### src/rtl/washer_pkg.sv
// Shared encodings for the washer actuator stage: FSM state codes, drum speed codes
// and state classification helpers.
package washer_pkg;

  typedef enum logic [3:0] {
    ST_IDLE      = 4'd0,
    ST_OPTIONS   = 4'd1,
    ST_CONFIG    = 4'd2,
    ST_READY     = 4'd3,
    ST_WASH      = 4'd4,
    ST_RINSE     = 4'd5,
    ST_DRAIN     = 4'd6,
    ST_DRY       = 4'd7,
    ST_COMPLETE  = 4'd8,
    ST_FILL      = 4'd9,
    ST_CHECK_ERR = 4'd15
  } wm_state_t;

  typedef enum logic [1:0] {
    SPD_OFF  = 2'd0,
    SPD_LOW  = 2'd1,
    SPD_MED  = 2'd2,
    SPD_HIGH = 2'd3
  } speed_t;

  // Codes the FSM never produces (10..14) are folded onto Idle.
  function automatic wm_state_t decode_state(input logic [3:0] code);
    case (code)
      4'd0, 4'd1, 4'd2, 4'd3, 4'd4, 4'd5, 4'd6, 4'd7, 4'd8, 4'd9, 4'd15:
        decode_state = wm_state_t'(code);
      default:
        decode_state = ST_IDLE;
    endcase
  endfunction

  function automatic logic is_locking_state(input wm_state_t cs);
    is_locking_state = (cs == ST_FILL) || (cs == ST_WASH) || (cs == ST_RINSE) ||
                       (cs == ST_DRAIN) || (cs == ST_DRY);
  endfunction

endpackage

### src/rtl/washer_tumble_gen.sv
// Drum tumble pattern generator: forward, pause, reverse, pause, repeating.
// Outputs describe the cycle being registered downstream, so a restart takes effect at once.
module washer_tumble_gen #(
  parameter int unsigned TUMBLE_ON    = 8,
  parameter int unsigned TUMBLE_PAUSE = 4
) (
  input  logic clk,
  input  logic rst_n,
  input  logic start,
  input  logic run,
  output logic active,
  output logic dir
);

  localparam int unsigned MAX_LEN = (TUMBLE_ON > TUMBLE_PAUSE) ? TUMBLE_ON : TUMBLE_PAUSE;
  localparam int unsigned CW      = $clog2(MAX_LEN) + 1;
  localparam logic [CW-1:0] ON_LAST    = CW'(TUMBLE_ON - 1);
  localparam logic [CW-1:0] PAUSE_LAST = CW'(TUMBLE_PAUSE - 1);

  typedef enum logic [1:0] {PH_FWD, PH_PAUSE_F, PH_REV, PH_PAUSE_R} phase_t;

  phase_t          phase_q, phase_cur, phase_nx;
  logic [CW-1:0]   cnt_q, cnt_cur, cnt_nx;
  logic [CW-1:0]   last;

  always_ff @(posedge clk or negedge rst_n) begin
    if (!rst_n) begin
      phase_q <= PH_FWD;
      cnt_q   <= '0;
    end else begin
      phase_q <= phase_nx;
      cnt_q   <= cnt_nx;
    end
  end

  always_comb begin
    phase_cur = start ? PH_FWD : phase_q;
    cnt_cur   = start ? '0 : cnt_q;
    phase_nx  = phase_cur;
    cnt_nx    = cnt_cur;
    last      = ((phase_cur == PH_FWD) || (phase_cur == PH_REV)) ? ON_LAST : PAUSE_LAST;
    active    = run && ((phase_cur == PH_FWD) || (phase_cur == PH_REV));
    dir       = (phase_cur == PH_REV);
    if (run) begin
      if (cnt_cur >= last) begin
        cnt_nx = '0;
        case (phase_cur)
          PH_FWD:     phase_nx = PH_PAUSE_F;
          PH_PAUSE_F: phase_nx = PH_REV;
          PH_REV:     phase_nx = PH_PAUSE_R;
          default:    phase_nx = PH_FWD;
        endcase
      end else begin
        cnt_nx = cnt_cur + 1'b1;
      end
    end
  end

endmodule

### src/rtl/washer_actuator_ctrl.sv
// Actuator stage of the washer: decodes the FSM state into registered actuator drives
// and enforces door/fill safety interlocks with a sticky fault.
module washer_actuator_ctrl #(
  parameter int unsigned TUMBLE_ON    = 8,
  parameter int unsigned TUMBLE_PAUSE = 4,
  parameter int unsigned RAMP_LEN     = 6,
  parameter int unsigned UNLOCK_DELAY = 10,
  parameter int unsigned FILL_TIMEOUT = 50,
  parameter int unsigned BUZZ_LEN     = 5
) (
  input  logic       clk,
  input  logic       rst_n,
  input  logic [3:0] cs,
  input  logic       door_closed,
  input  logic       level_full,
  input  logic       level_empty,
  output logic       door_lock,
  output logic       inlet_valve,
  output logic       drain_pump,
  output logic       motor_en,
  output logic       motor_dir,
  output logic [1:0] motor_speed,
  output logic       buzzer,
  output logic       fault
);

  import washer_pkg::*;

  localparam int unsigned M1   = (TUMBLE_ON > TUMBLE_PAUSE) ? TUMBLE_ON : TUMBLE_PAUSE;
  localparam int unsigned M2   = (RAMP_LEN > UNLOCK_DELAY) ? RAMP_LEN : UNLOCK_DELAY;
  localparam int unsigned M3   = (FILL_TIMEOUT > BUZZ_LEN) ? FILL_TIMEOUT : BUZZ_LEN;
  localparam int unsigned M12  = (M1 > M2) ? M1 : M2;
  localparam int unsigned MAXP = (M12 > M3) ? M12 : M3;
  localparam int unsigned CW   = $clog2(MAXP) + 1;

  localparam logic [CW-1:0] UNLOCK_LIM = CW'(UNLOCK_DELAY);
  localparam logic [CW-1:0] FILL_LIM   = CW'(FILL_TIMEOUT);
  localparam logic [CW-1:0] RAMP_LIM   = CW'(RAMP_LEN);
  localparam logic [CW-1:0] BUZZ_LIM   = CW'(BUZZ_LEN);

  wm_state_t     st, prev_st;
  logic          entry, locking, lock_next;
  logic [CW-1:0] unlock_cnt, fill_cnt, fill_cnt_eff, ramp_cnt, buzz_cnt;
  logic          fill_to, valve_req, dry_run, tumble_run, motor_req, pump_req;
  logic          interlock, fault_next, enable, valve_next, motor_next, dir_next;
  logic          comp_entry, buzz_next;
  speed_t        speed_next;
  logic          t_start, t_active, t_dir;

  assign st         = decode_state(cs);
  assign entry      = (st != prev_st);
  assign tumble_run = (st == ST_WASH) || (st == ST_RINSE);
  assign t_start    = tumble_run && entry;

  washer_tumble_gen #(
    .TUMBLE_ON   (TUMBLE_ON),
    .TUMBLE_PAUSE(TUMBLE_PAUSE)
  ) u_tumble (
    .clk   (clk),
    .rst_n (rst_n),
    .start (t_start),
    .run   (tumble_run),
    .active(t_active),
    .dir   (t_dir)
  );

  always_comb begin
    locking      = is_locking_state(st);
    lock_next    = locking || (unlock_cnt != '0);
    fill_cnt_eff = ((st == ST_FILL) && entry) ? '0 : fill_cnt;
    fill_to      = (st == ST_FILL) && (fill_cnt_eff >= FILL_LIM);
    valve_req    = (st == ST_FILL) && !level_full && !fill_to;
    dry_run      = (st == ST_DRY) && level_empty;
    motor_req    = (tumble_run && t_active) || dry_run;
    pump_req     = (st == ST_DRAIN) || (st == ST_DRY);
    // Interlock looks at requested activity, so a door opened mid-run trips it
    // even though the enable gate below already forces valve and motor off.
    interlock    = !door_closed && lock_next && (valve_req || motor_req || pump_req);
    fault_next   = (st == ST_IDLE) ? 1'b0 : (fault || interlock || fill_to);
    enable       = door_closed && lock_next && !fault_next;
    valve_next   = valve_req && enable;
    motor_next   = motor_req && enable;
    speed_next   = SPD_OFF;
    dir_next     = motor_dir;
    if (motor_next) begin
      if (dry_run) begin
        speed_next = (ramp_cnt < RAMP_LIM) ? SPD_MED : SPD_HIGH;
        dir_next   = 1'b0;
      end else begin
        speed_next = (st == ST_RINSE) ? SPD_MED : SPD_LOW;
        dir_next   = t_dir;
      end
    end
    comp_entry = (st == ST_COMPLETE) && entry;
    buzz_next  = comp_entry || (buzz_cnt != '0);
  end

  always_ff @(posedge clk or negedge rst_n) begin
    if (!rst_n) begin
      prev_st     <= ST_IDLE;
      door_lock   <= 1'b0;
      inlet_valve <= 1'b0;
      drain_pump  <= 1'b0;
      motor_en    <= 1'b0;
      motor_dir   <= 1'b0;
      motor_speed <= '0;
      buzzer      <= 1'b0;
      fault       <= 1'b0;
      unlock_cnt  <= '0;
      fill_cnt    <= '0;
      ramp_cnt    <= '0;
      buzz_cnt    <= '0;
    end else begin
      prev_st     <= st;
      door_lock   <= lock_next;
      inlet_valve <= valve_next;
      drain_pump  <= pump_req;
      motor_en    <= motor_next;
      motor_dir   <= dir_next;
      motor_speed <= speed_next;
      buzzer      <= buzz_next;
      fault       <= fault_next;

      if (locking)                unlock_cnt <= UNLOCK_LIM;
      else if (unlock_cnt != '0)  unlock_cnt <= unlock_cnt - 1'b1;

      if (st == ST_FILL)          fill_cnt <= valve_next ? fill_cnt_eff + 1'b1 : fill_cnt_eff;

      if (!dry_run)               ramp_cnt <= '0;
      else if (ramp_cnt < RAMP_LIM) ramp_cnt <= ramp_cnt + 1'b1;

      if (comp_entry)             buzz_cnt <= BUZZ_LIM - 1'b1;
      else if (buzz_cnt != '0)    buzz_cnt <= buzz_cnt - 1'b1;
    end
  end

endmodule

### config.mk
export PLATFORM = sky130hd
export DESIGN_NAME = washer_actuator_ctrl
export DESIGN_NICKNAME = d
export VERILOG_FILES = /design/src/rtl/washer_pkg.sv /design/src/rtl/washer_tumble_gen.sv /design/src/rtl/washer_actuator_ctrl.sv
export SDC_FILE = /design/constraint.sdc
export NUM_CORES = 1
export LEC_CHECK = 0
export ABC_AREA = 1
export CAP_MARGIN = 5
export CORE_ASPECT_RATIO = 0.9
export CORE_MARGIN = 8
export CORE_UTILIZATION = 62
export CTS_CLUSTER_SIZE = 10
export DETAILED_ROUTE_END_ITERATION = 10
export PLACE_DENSITY = 0.84
export SLEW_MARGIN = 20
export SYNTH_ARGS = -nofsm -noshare
export SYNTH_HDL_FRONTEND = slang
export SYNTH_SLANG_ARGS = --single-unit
export TNS_END_PERCENT = 10
### constraint.sdc
create_clock -name clk -period 5.25 [get_ports clk]
set_clock_uncertainty 0.2 [all_clocks]
set_input_delay 1.3125 -clock clk [delete_from_list [all_inputs] [get_ports clk]]
set_output_delay 1.3125 -clock clk [all_outputs]
set_load 0.03 [all_outputs]
# After elaboration in Yosys (flattened, before gate mapping)
# Cells that the tools add are included.
[word_totals]
out_inout_bits = 9
mem_bits_rw = 0
mem_bits_ro = 0
in_bits = 9
register_bits = 47
latchBits = 0
memories = 0
[classes]
n_shift = 0
div_mod_pow = 0
multipliers = 0
n_eq_ne = 20
reduce_logical = 41
bitwise_logic = 0
order_cmp = 3
mux = 23
addsub = 5
[ops]
columns = ["cell", "count"]
rows = [
  ["$mux 7", 8],
  ["$eq 4x3->1 const B", 8],
  ["$eq 4x4->1 const B", 5],
  ["$mux 4", 4],
  ["$logic_and 1x1->1", 15],
  ["$add 7x1->7 const B", 2],
  ["$logic_or 1x1->1", 14],
  ["$reduce_bool 7->1", 2],
  ["$sub 7x1->7 const B", 2],
  ["$mux 2", 6],
  ["$reduce_or 11->1", 1],
  ["$eq 4x2->1 const B", 2],
  ["$logic_not 4->1", 2],
  ["$ge 7x6->1 const B", 1],
  ["$lt 7x3->1 const B", 1],
  ["$pmux 2 s3", 1],
  ["$add 4x1->4 const B", 1],
  ["$eq 4x1->1 const B", 1],
  ["$ge 4x4->1", 1],
  ["$logic_not 1->1", 4],
  ["$ne 4x4->1", 1],
  ["$reduce_bool 2->1", 2],
  ["$mux 1", 3],
  ["$mux 3", 1],
  ["4 further kinds", 4],
]

# Depth between registers and ports, before layout
# Gate-level depths: netlist of run 1.
[depth]
ltp_word = 22
ltp_mapped = 24
mapped_depth_nobuf = 24

# Modules after synthesis
# A second synthesis of run 1 with hierarchy kept.
[unflattened]
cells_unflattened = 310
area_unflattened_um2 = 2549.9
[modules_own_cells]
columns = ["module", "n_inst", "seq_area_each_um2", "area_per_inst_um2", "cells_per_inst"]
rows = [
  ["washer_actuator_ctrl", 1, 1026.0, 2184.6, 260],
  ["washer_tumble_gen", 1, 150.1, 365.4, 50],
]

# Worst setup path before layout of run 1
# Ideal clock, no wire load.
[synth_timing]
kind = "input -> register"
startpoint = "input cs[0]"
endpoint = "register motor_dir"
slack_ns = 1.613
setup_time_ns = 0.118
path_stages = 23
n_path_buf = 1
t_arrival_ns = 3.319
required_time_ns = 4.932
path_cell_list = "buf_2 > nand3_2 > nand3_2 > nand2_1 > nand2_1 > nand2_1 > nor2_1 > nand2_2 > nand2_2 > inv_1 > nor2_2 > inv_1 > ha_1 > inv_1 > nand3_1 > nand2_1 > nand2_1 > a21oi_1 > nand2_1 > nand2_4 > nand3_2 > nand2_1 > nand2_1"
[synth_via]
elab_chain_cells = 21
[synth_lines]
columns = ["item", "line_no", "source"]
rows = [
  ["from (decl)", "washer_actuator_ctrl.sv:13", "input logic [3:0] cs,"],
  ["$eq 4x1->1, or another cell as far along", "washer_pkg.sv:28", "case (code)"],
  ["$reduce_or 11->1", "washer_pkg.sv:28", ""],
  ["$mux 4 *", "washer_pkg.sv:28", ""],
  ["branches (longest 18 deep; another with $ge 7x6->1)", "--", ""],
  ["to (signal assigned)", "washer_actuator_ctrl.sv:119", "motor_dir <= dir_next;"],
  ["to (decl)", "washer_actuator_ctrl.sv:21", "output logic motor_dir,"],
]
# Every way passes the cells marked *.
# A chain may end at the register's enable or synchronous reset.

# Worst setup path after layout of run 1
# Same ends and word-level chain as after synthesis.

==> impl_metrics.yaml, run 1 <==
detailed_routing:
  wl_per_cell_um: 12.4
  wirelength_um: 4510
  drtIter0Drc: 105
  via_count: 1907
  drc: 0
  dr.pass1.iters: 4
  via_per_inst: 5.24
  ant_nets: 0
setup_path:
  crit_buf_inv: 3
  cp_data_arrival_time_ns: 4.22
  worstPathMaxFanout: 10
  critical_path_required_ns: 5.25
  cp-start-kind: "primary input"
  crit_slowest_cell: "clkdlybuf4s50_1"
  path_cells: "clkdlybuf4s50_1 -> nand3_2 -> nand3_2 -> nand2_1 -> nand2_1 -> nand2_1 -> nor2_1 -> nand2_2 -> nand2_2 -> inv_1 -> nor2_1 -> ha_1 -> inv_1 -> nand3_1 -> nand2_1 -> nand3_1 -> nand2_1 -> nand2_1 -> nand2_1 -> nand2_4 -> nand3_2 -> nand2_1 -> nand2_1"
  cpPeakStageDelay_ns: 0.64
  crit_type: "in2reg"
  critPathMostFrequentCell: "nand2_1"
  critical_path.top_delay_family: "simple AND/OR/NAND/NOR gates"
  end_kind: "flop"
floorplan:
  rows: 21
  fp.dieW_um: 81.5
  die_h_um: 74.9
  initial_core_util_pct: 64.5
  die_area_sq_um: 6100
  design.core.area_sq_um: 3700
  io_pins: 18
sta:
  hold_viol_final: 0
  post-route-period-util_pct: 80.4
  clock.fmax_mhz: 237
  worstMarginPinSlew_ns: 0.738
  period_minus_slack_ns: 4.22
  fin_tns_setup_ns: 0
  rsz0062_at_grt: "no"
  setup_viol: 0
  slew_violations: 0
  max_slew_margin_pct: 50.4
clock_tree:
  cts_made_buffers: 5
  tritoncts: "yes"
  holdBufCountCts: 0
  cts_sinks: 47
  clock-root-buffer: "clkbuf_8"
  clock_tree.buffer_depth: 2
  cts.clk_slew.worst_paths_ns: 0.09
  insertion_delay_ns: 0.30
  htreeDepth: 2
  post_cts_buffers: 0
  cts_resized: 0
synth:
  synth_ff_type: "dfrtp_1"
  ys_warn_count: 0
  synth-edff-count: 0
  yosysUniqueCellTypes: 26
  syn_area_per_cell_sq_um: 8.13
  synth_nets: 311
  netlist_area_sq_um: 2390
  yosys-top-cells-count: "56 x inv_1, 52 x nand2_1, 47 x dfrtp_1"
  netlist.area_leader.share_pct: 49.2
  syn_inst: 294
  netlist.top_cell.by_area: "dfrtp_1"
  synth.area.top_cells: "dfrtp_1 49%, inv_1 8.8%, nand2_1 8.2%"
  ys_ff_latch: 47
  synth-seq-area-share_pct: 49.2
  yosysMostFrequentCell: "inv_1"
  async_flop_share_pct: 100
global_route:
  antenna_found_initial: 0
  grt_pass1_wl_um: 8000
  grt_max_degree: 48
  grt_overflow: 0
  grt_pass1_vias: 1841
  track_usage_pct: 16.5
place:
  place_area_sq_um: 2610
  io_buffer_count: 17
  gp_congestion: 0.898
  dpl.hpwl_um: 3360
final_layout:
  nNetsFinal: 334
  nFillCells: 279
  synthToLayoutAreaGrowth_pct: 12.8
  antennaDiodeCount: 0
  finalInstanceArea_sq_um: 2700
  drive_gt1_share_pct: 6.29
power_and_ir_drop:
  intPower_w: 0.000658
  ir_drop_mv: 0.277
  p_sw_share_pct: 35.2
  comb_power_share_pct: 31.5
  leakagePower_nw: 1.49
  seqPwrFrac_pct: 47.7
  power.density_nw_per_um2: 377
  p_clk_share_pct: 20.8
  p_switching_w: 0.000358
hold_path:
  hp-class: "reg2reg"
status:
  status: "complete, no violations"
flow_run:
  cap_violations: 0
[registers in the layout (all words and copies together), names as in the netlist, 2 cells and up]
| name | count |
|---|---|
| ramp_cnt | 7 |
| prev_st | 4 |
| motor_speed | 2 |
| u_tumble.cnt_q | 4 |
| fill_cnt | 7 |
| u_tumble.phase_q | 2 |
| unlock_cnt | 7 |
| buzz_cnt | 7 |
[power groups by stage]
stage          Clock, W  Combinational (W)  Sequential (W)
6_report       0.000211           0.000320        0.000484
5_1_grt        0.000229           0.000371        0.000491
3_5_place_dp          0           0.000320        0.000489
3_3_place_gp          0           0.000302        0.000487
4_1_cts        0.000213           0.000322        0.000483
2_1_floorplan         0           0.000221        0.000499
[stage by stage]
stage | setup WS, ns | power, W | std cells | util, % | hold slack (ns)
floorplan | 1.61 | 0.000720 | 294 | - | 0.233
global placement | 0.816 | 0.000790 | 356 | 70.4 | 0.253
detailed placement | 0.732 | 0.000809 | 356 | 70.4 | 0.263
CTS | 1.03 | 0.00102 | 364 | 72.7 | 0.286
global route | 0.723 | 0.00109 | 364 | 72.8 | 0.313
finish | 1.03 | 0.00102 | 364 | 72.8 | 0.281
[worst paths after layout]
| kind | startpoint | to | depth (start not counted) | slack (ns) |
|---|---|---|---|---|
| worst max-delay path | cs[0] | motor_dir | 23 | 1.03 |
| worst min-delay path | motor_dir | motor_dir | 2 | 0.28 |
| worst max register to register | prev_st[2] | motor_dir | 20 | 2.55 |
| worst min register to register | motor_dir | motor_dir | 2 | 0.28 |
| max in group asynchronous | rst_n | fill_cnt[3] | 1 | 3.66 |
| min in group asynchronous | rst_n | unlock_cnt[1] | 1 | 0.81 |
[logic make-up after synthesis]
logic type,synth area share [%]
XOR/XNOR,4.40
flip-flops,49.2
AO/OA/AOI/OAI,5.23
adder cells (fa/ha/maj),4.19
AND/OR/NAND/NOR,27.8
buffers and inverters,9.16
[metal layers]
metal,up-vias,track usage (%),share of wire [%]
met2,40,27.6,49
met3,2,3.58,4.5
li1,965,-,-
met5,-,0,0
met1,900,20.3,46
met4,0,6.73,0.20
[layout make-up]
cell class                 count  area (sq um)  area share, %
sequential                    47          1180           43.6
timing repair buffer          17           168           6.22
clock buffer                   6          72.6           2.69
clock inverter                 2          12.5          0.464
inverter                      57           214           7.94
tap                           46          57.6           2.13
multi-input combinational    189           996           36.9
[worst reg2reg max path: cells and delay by family, from the launching register on]
family                     cells  cell delay, ns
and+or+nand+nor               17            1.71
buffers and inverters          2            0.12
adders and majority gates      1            0.20
DFF                            1            0.38
[layout by cell type (no fill, tap or decap), drive strengths merged]
master,count
o211ai,1
nand2,57
a31oi,1
clkinv,1
a211oi,1
xnor2,4
xor2,8
nor3,4
nor2,48
nand3b,1
nor4,1
o21ai,10
ha,8
clkdlybuf4s50,16
dfrtp,47
nand3,25
nand4,10
a21oi,9
clkbuf,6
a221oi,1
buf,1
inv,57
clkinvlp,1
(Power assumes the default switching activity.)
==> run 2, diff against run 1 <==
--- a/config.mk
+++ b/config.mk
@@ -9,10 +9,10 @@
 export CAP_MARGIN = 5
 export CORE_ASPECT_RATIO = 0.9
 export CORE_MARGIN = 8
-export CORE_UTILIZATION = 62
+export CORE_UTILIZATION = 52
 export CTS_CLUSTER_SIZE = 10
 export DETAILED_ROUTE_END_ITERATION = 10
-export PLACE_DENSITY = 0.84
+export PLACE_DENSITY = 0.75
 export SLEW_MARGIN = 20
 export SYNTH_ARGS = -nofsm -noshare
 export SYNTH_HDL_FRONTEND = slang
==> constraint.sdc (replaced) <==
create_clock -name clk -period 3.6 [get_ports clk]
set_clock_uncertainty 0.2 [all_clocks]
set_input_delay 0.9 -clock clk [delete_from_list [all_inputs] [get_ports clk]]
set_output_delay 0.9 -clock clk [all_outputs]
set_load 0.03 [all_outputs]
==> run 2 against run 1 <==
Against the previous run:
- register-to-register slack got worse by 1.5 ns
- final area grew 8.7%
- total power up 50%
- combinational power up 62%
- cell count grew 12%
- non-clock buffer count is 27 higher
- critical path type unchanged
- wire length grew 3.7%
==> impl_metrics.yaml, run 2 (synthesis results as in run 1) <==
sta:
  max_slew_margin_pct: 61.2
  worst_slack_ns: 0.458
  hold_viol_final: 0
  fin_tns_setup_ns: 0
  worstMarginPinSlew_ns: 0.582
  rsz0062_at_grt: "no"
  holdWs_ns: 0.274
  period_minus_slack_ns: 3.14
  clock.fmax_mhz: 318
  post-route-period-util_pct: 87.3
  setup_viol: 0
  slew_violations: 0
detailed_routing:
  wl_per_cell_um: 11.5
  drtIter0Drc: 89
  via_count: 1953
  drc: 0
  via_per_inst: 4.79
  ant_nets: 0
  wirelength_um: 4680
  dr.pass1.iters: 4
clock_tree:
  clock-root-buffer: "clkbuf_8"
  post_cts_buffers: 0
  cts.clk_slew.worst_paths_ns: 0.08
  htreeDepth: 2
  cts_sinks: 47
  tritoncts: "yes"
  cts_made_buffers: 5
  clock_tree.buffer_depth: 2
  insertion_delay_ns: 0.29
place:
  io_buffer_count: 17
  gp_congestion: 0.832
  dp_cells: 399
  dpl.hpwl_um: 3440
  pre_cts_ws_ns: -0.143
setup_path:
  reg2regPathDepth: 20
  cp_data_arrival_time_ns: 3.13
  r2r_slack_ns: 1.03
  cp-start-kind: "primary input"
  crit_type: "in2reg"
  worstPathMaxFanout: 7
  r2r-start: "prev_st[2]"
  critical_path_required_ns: 3.59
  rr_endpoint: "fill_cnt[4]"
  end_kind: "flop"
hold_path:
  hp-class: "reg2reg"
  whs_path_depth: 2
  holdPathEnd: "motor_dir"
  hp-start: "motor_dir"
floorplan:
  die_area_sq_um: 7030
  rows: 23
  fp.dieW_um: 87.5
  io_pins: 18
  die_h_um: 80.3
  design.core.area_sq_um: 4430
  initial_core_util_pct: 54.0
final_layout:
  layout_commonest_cell: "inv_1"
  antennaDiodeCount: 0
  nNetsFinal: 362
  fin_cells: 408
  final_cell_mix: "56 x inv_1, 52 x nand2_1, 47 x dfrtp_1"
  synthToLayoutAreaGrowth_pct: 22.6
  drive_gt1_share_pct: 13.6
power_and_ir_drop:
  leakagePower_nw: 1.66
  intPower_w: 0.00100
  seqPwrFrac_pct: 46.1
  p_clk_share_pct: 19.9
  power.density_nw_per_um2: 519
  p_sw_share_pct: 34.0
  p_switching_w: 0.000518
  ir_drop_mv: 0.276
  comb_power_share_pct: 34.0
global_route:
  track_usage_pct: 14.7
  grt_pass1_wl_um: 8360
  grt_pass1_vias: 1990
  grt_overflow: 0
  antenna_found_initial: 0
  grt_max_degree: 48
flow_run:
  cap_violations: 0
status:
  status: "complete, no violations"
[run 2: timing repair]
| action | in CTS | in global routing |
|---|---|---|
| setup endpoints to repair | 0 | 13 |
| hold buffers | 0 | 0 |
| gates resized for setup | 0 | 4 |
| hold endpoints to repair | 0 | 0 |
[run 2: worst max path at each step]
| stage | end | depth (start not counted) | start | slack, ns |
|---|---|---|---|---|
| floorplan | motor_dir | 23 | cs[0] | 0.38 |
| global placement | motor_dir | 23 | cs[0] | -0.09 |
| detailed placement | fill_cnt[0] | 23 | cs[2] | -0.14 |
| CTS | fill_cnt[4] | 23 | cs[0] | 0.15 |
| global route | fill_cnt[4] | 24 | cs[3] | 0.19 |
| finish | fill_cnt[4] | 24 | cs[2] | 0.46 |
[run 2: layout make-up]
cell class	instances	area, sq um
Clock buffer	7	76.3
Multi-Input combinational cell	190	1000
Timing Repair Buffer	44	380
Tap cell	62	77.6
Fill cell	394	1500
Clock inverter	1	5.00
Sequential cell	47	1180
Inverter	57	214
[run 2: stage by stage]
step / total power, W / utilization (%) / area [sq um]
2_1_floorplan: 0.00105 / - / 2390
3_3_place_gp: 0.00121 / 63.9 / 2830
3_5_place_dp: 0.00122 / 63.9 / 2830
4_1_cts: 0.00153 / 65.7 / 2910
5_1_grt: 0.00164 / 66.1 / 2930
6_report: 0.00152 / 66.1 / 2930
[run 2: critical path: stages]
cell	delay, ns
dlymetal6s2s_1	0.17
inv_1	0.09
nand2_1	0.07
nand3_2	0.11
nand2_1	0.09
nand2_1	0.06
nand2_1	0.04
nor2_1	0.11
nand2_2	0.09
nand2_2	0.07
inv_1	0.06
nor2_2	0.10
inv_1	0.07
ha_1	0.17
inv_1	0.05
nand3_1	0.07
nand2_1	0.08
nand2_1	0.05
a21oi_1	0.13
nand2_1	0.14
nand2_4	0.14
nand3_4	0.11
nand2_1	0.11
nand2_1	0.06
[run 2: power groups by stage]
stage / Clock, W / Combinational (W) / Sequential [W]
after detailed placement: 0 / 0.000512 / 0.000712
after CTS: 0.000312 / 0.000518 / 0.000701
after global routing: 0.000332 / 0.000594 / 0.000714
final: 0.000303 / 0.000517 / 0.000702
after global placement: 0 / 0.000499 / 0.000710
after floorplan: 0 / 0.000322 / 0.000728
[run 2: per-layer routing]
layer	vias up	GRT usage, %	wire, um	part of all wire (%)
met5	-	0	0	0
li1	1026	-	-	-
met4	0	4.97	63	1.3
met3	5	3.06	164	3.5
met2	28	24.8	2140	46
met1	894	18.2	2310	49
==> run 3, diff against run 2 <==
--- a/config.mk
+++ b/config.mk
@@ -8,7 +8,6 @@
 export ABC_AREA = 1
 export CAP_MARGIN = 5
 export CORE_ASPECT_RATIO = 0.9
-export CORE_MARGIN = 8
 export CORE_UTILIZATION = 52
 export CTS_CLUSTER_SIZE = 10
 export DETAILED_ROUTE_END_ITERATION = 10
==> run 3 against run 2 <==
Against the previous run:
- final area hardly changed
- core utilization hardly changed
- sequential power hardly changed
- clock power hardly changed
- non-clock buffer count is 1 higher
- total power is 0.21% higher
- wire length is 1.9% lower
- largest power group unchanged
- clock-buffer cell count stayed put
- cell count stayed put
- worst hold slack worse by 0.0080 ns
- sequential share of layout area hardly changed
- flip-flop and latch count stayed put
- largest cell class unchanged
==> impl_metrics.yaml, run 3 (synthesis results as in run 1) <==
status:
  status: "complete, no violations"
sta:
  post-route-period-util_pct: 85.5
  clock.fmax_mhz: 325
  hold_viol_final: 0
  fin_tns_setup_ns: 0
  max_slew_margin_pct: 61.7
  period_minus_slack_ns: 3.08
  setup_viol: 0
  worstMarginPinSlew_ns: 0.574
  slew_violations: 0
  rsz0062_at_grt: "no"
clock_tree:
  insertion_delay_ns: 0.30
  clock-root-buffer: "clkbuf_8"
  holdBufCountCts: 0
  tritoncts: "yes"
  post_cts_buffers: 0
  clock_tree.buffer_depth: 2
  cts_sinks: 47
  htreeDepth: 2
  cts_made_buffers: 5
  cts.clk_slew.worst_paths_ns: 0.08
floorplan:
  fp.dieW_um: 73.5
  io_pins: 18
  rows: 23
  die_area_sq_um: 4870
  design.core.area_sq_um: 4430
  initial_core_util_pct: 54.0
  die_h_um: 66.3
final_layout:
  nNetsFinal: 362
  layout_commonest_cell: "inv_1"
  finalInstanceArea_sq_um: 2930
  drive_gt1_share_pct: 13.6
  final_cell_mix: "56 x inv_1, 52 x nand2_1, 47 x dfrtp_1"
  antennaDiodeCount: 0
  synthToLayoutAreaGrowth_pct: 22.7
power_and_ir_drop:
  ir_drop_mv: 0.385
  leakagePower_nw: 1.66
  power.density_nw_per_um2: 520
setup_path:
  cp-start-kind: "primary input"
  critical_path.top_delay_family: "simple AND/OR/NAND/NOR gates"
  end_kind: "flop"
  crit_buf_inv: 5
  cp_data_arrival_time_ns: 3.07
  r2r-start: "prev_st[2]"
  worstPathMaxFanout: 10
  critical_path_required_ns: 3.60
  reg2regPathDepth: 20
  crit_slowest_cell: "ha_1"
  path_cells: "dlymetal6s2s_1 -> inv_1 -> nand2_1 -> nand3_2 -> nand2_1 -> nand2_1 -> nand2_1 -> nor2_1 -> nand2_2 -> nand2_2 -> inv_1 -> nor2_2 -> inv_1 -> ha_1 -> inv_1 -> nand3_1 -> nand2_1 -> nand2_1 -> a21oi_1 -> nand2_1 -> nand2_4 -> nand3_2 -> nand2_1 -> nand2_1"
  critPathMostFrequentCell: "nand2_1"
  worst-path-stages: 24
  cpPeakStageDelay_ns: 0.18
  startpoint: "cs[2]"
  crit_type: "in2reg"
global_route:
  grt_overflow: 0
  grt_use_met3_pct: 7.01
  use_met1_pct: 25.9
  grt_max_degree: 48
  grt_util_met2_pct: 36.5
  grt_pass1_vias: 1937
  antenna_found_initial: 0
  grt_pass1_wl_um: 7900
  track_usage_pct: 21.7
  top_usage_layer: "met2"
detailed_routing:
  via_per_inst: 4.88
  wl_per_cell_um: 11.3
  dr.pass1.iters: 4
  via_count: 1992
  ant_nets: 0
  drc: 0
  drtIter0Drc: 94
  wirelength_um: 4590
flow_run:
  cap_violations: 0
hold_path:
  whs_path_depth: 1
  hp-class: "reg2reg"
  hp-start: "ramp_cnt[2]"
place:
  dpl.hpwl_um: 3390
  io_buffer_count: 17
  place_area_sq_um: 2840
  gp_congestion: 0.867
run 3: final timing paths:
path | slack [ns] | endpoint
max | 0.52 | motor_dir
min | 0.27 | ramp_cnt[2]
max reg2reg | 1.08 | motor_dir
min reg2reg | 0.27 | ramp_cnt[2]
max in group asynchronous | 2.42 | fill_cnt[3]
min in group asynchronous | 0.39 | buzz_cnt[3]
run 3: report_power, final:
part	internal (W)	leakage, nW	switching, W
registers	0.000637	0.608	0.0000666
logic	0.000231	1.01	0.000287
clock network	0.000136	0.0422	0.000166
total	0.00100	1.66	0.000520
run 3: what timing repair did:
item                                   4_1_cts  5_1_grt
resized for setup                            0        4
setup endpoints to repair                    0       12
endpoints found under the hold margin        0        0
run 3: stage by stage:
stage	setup WS (ns)	instances	hold slack [ns]	util [%]	power, W
after floorplan	0.376	294	0.233	-	0.00105
after global placement	-0.0511	400	0.248	64.1	0.00121
after detailed placement	-0.133	400	0.255	64.1	0.00123
after CTS	0.168	408	0.268	65.9	0.00154
after global routing	0.184	408	0.299	66.2	0.00165
final	0.522	408	0.266	66.2	0.00152
run 3: cell type report:
class                           count  area (sq um)
Clock inverter                      1          5.00
Fill cell                         395          1500
Multi-Input combinational cell    189           996
Tap cell                           62          77.6
Timing Repair Buffer               45           388
Inverter                           57           214
Clock buffer                        7          76.3
Sequential cell                    47          1180
run 3: layer usage:
layer,wire (um),vias to the layer above,part of all wire (%)
met2,2170,42,47
met5,0,-,0
met3,221,10,4.8
met1,2140,918,47
li1,-,1022,-
met4,64,0,1.4
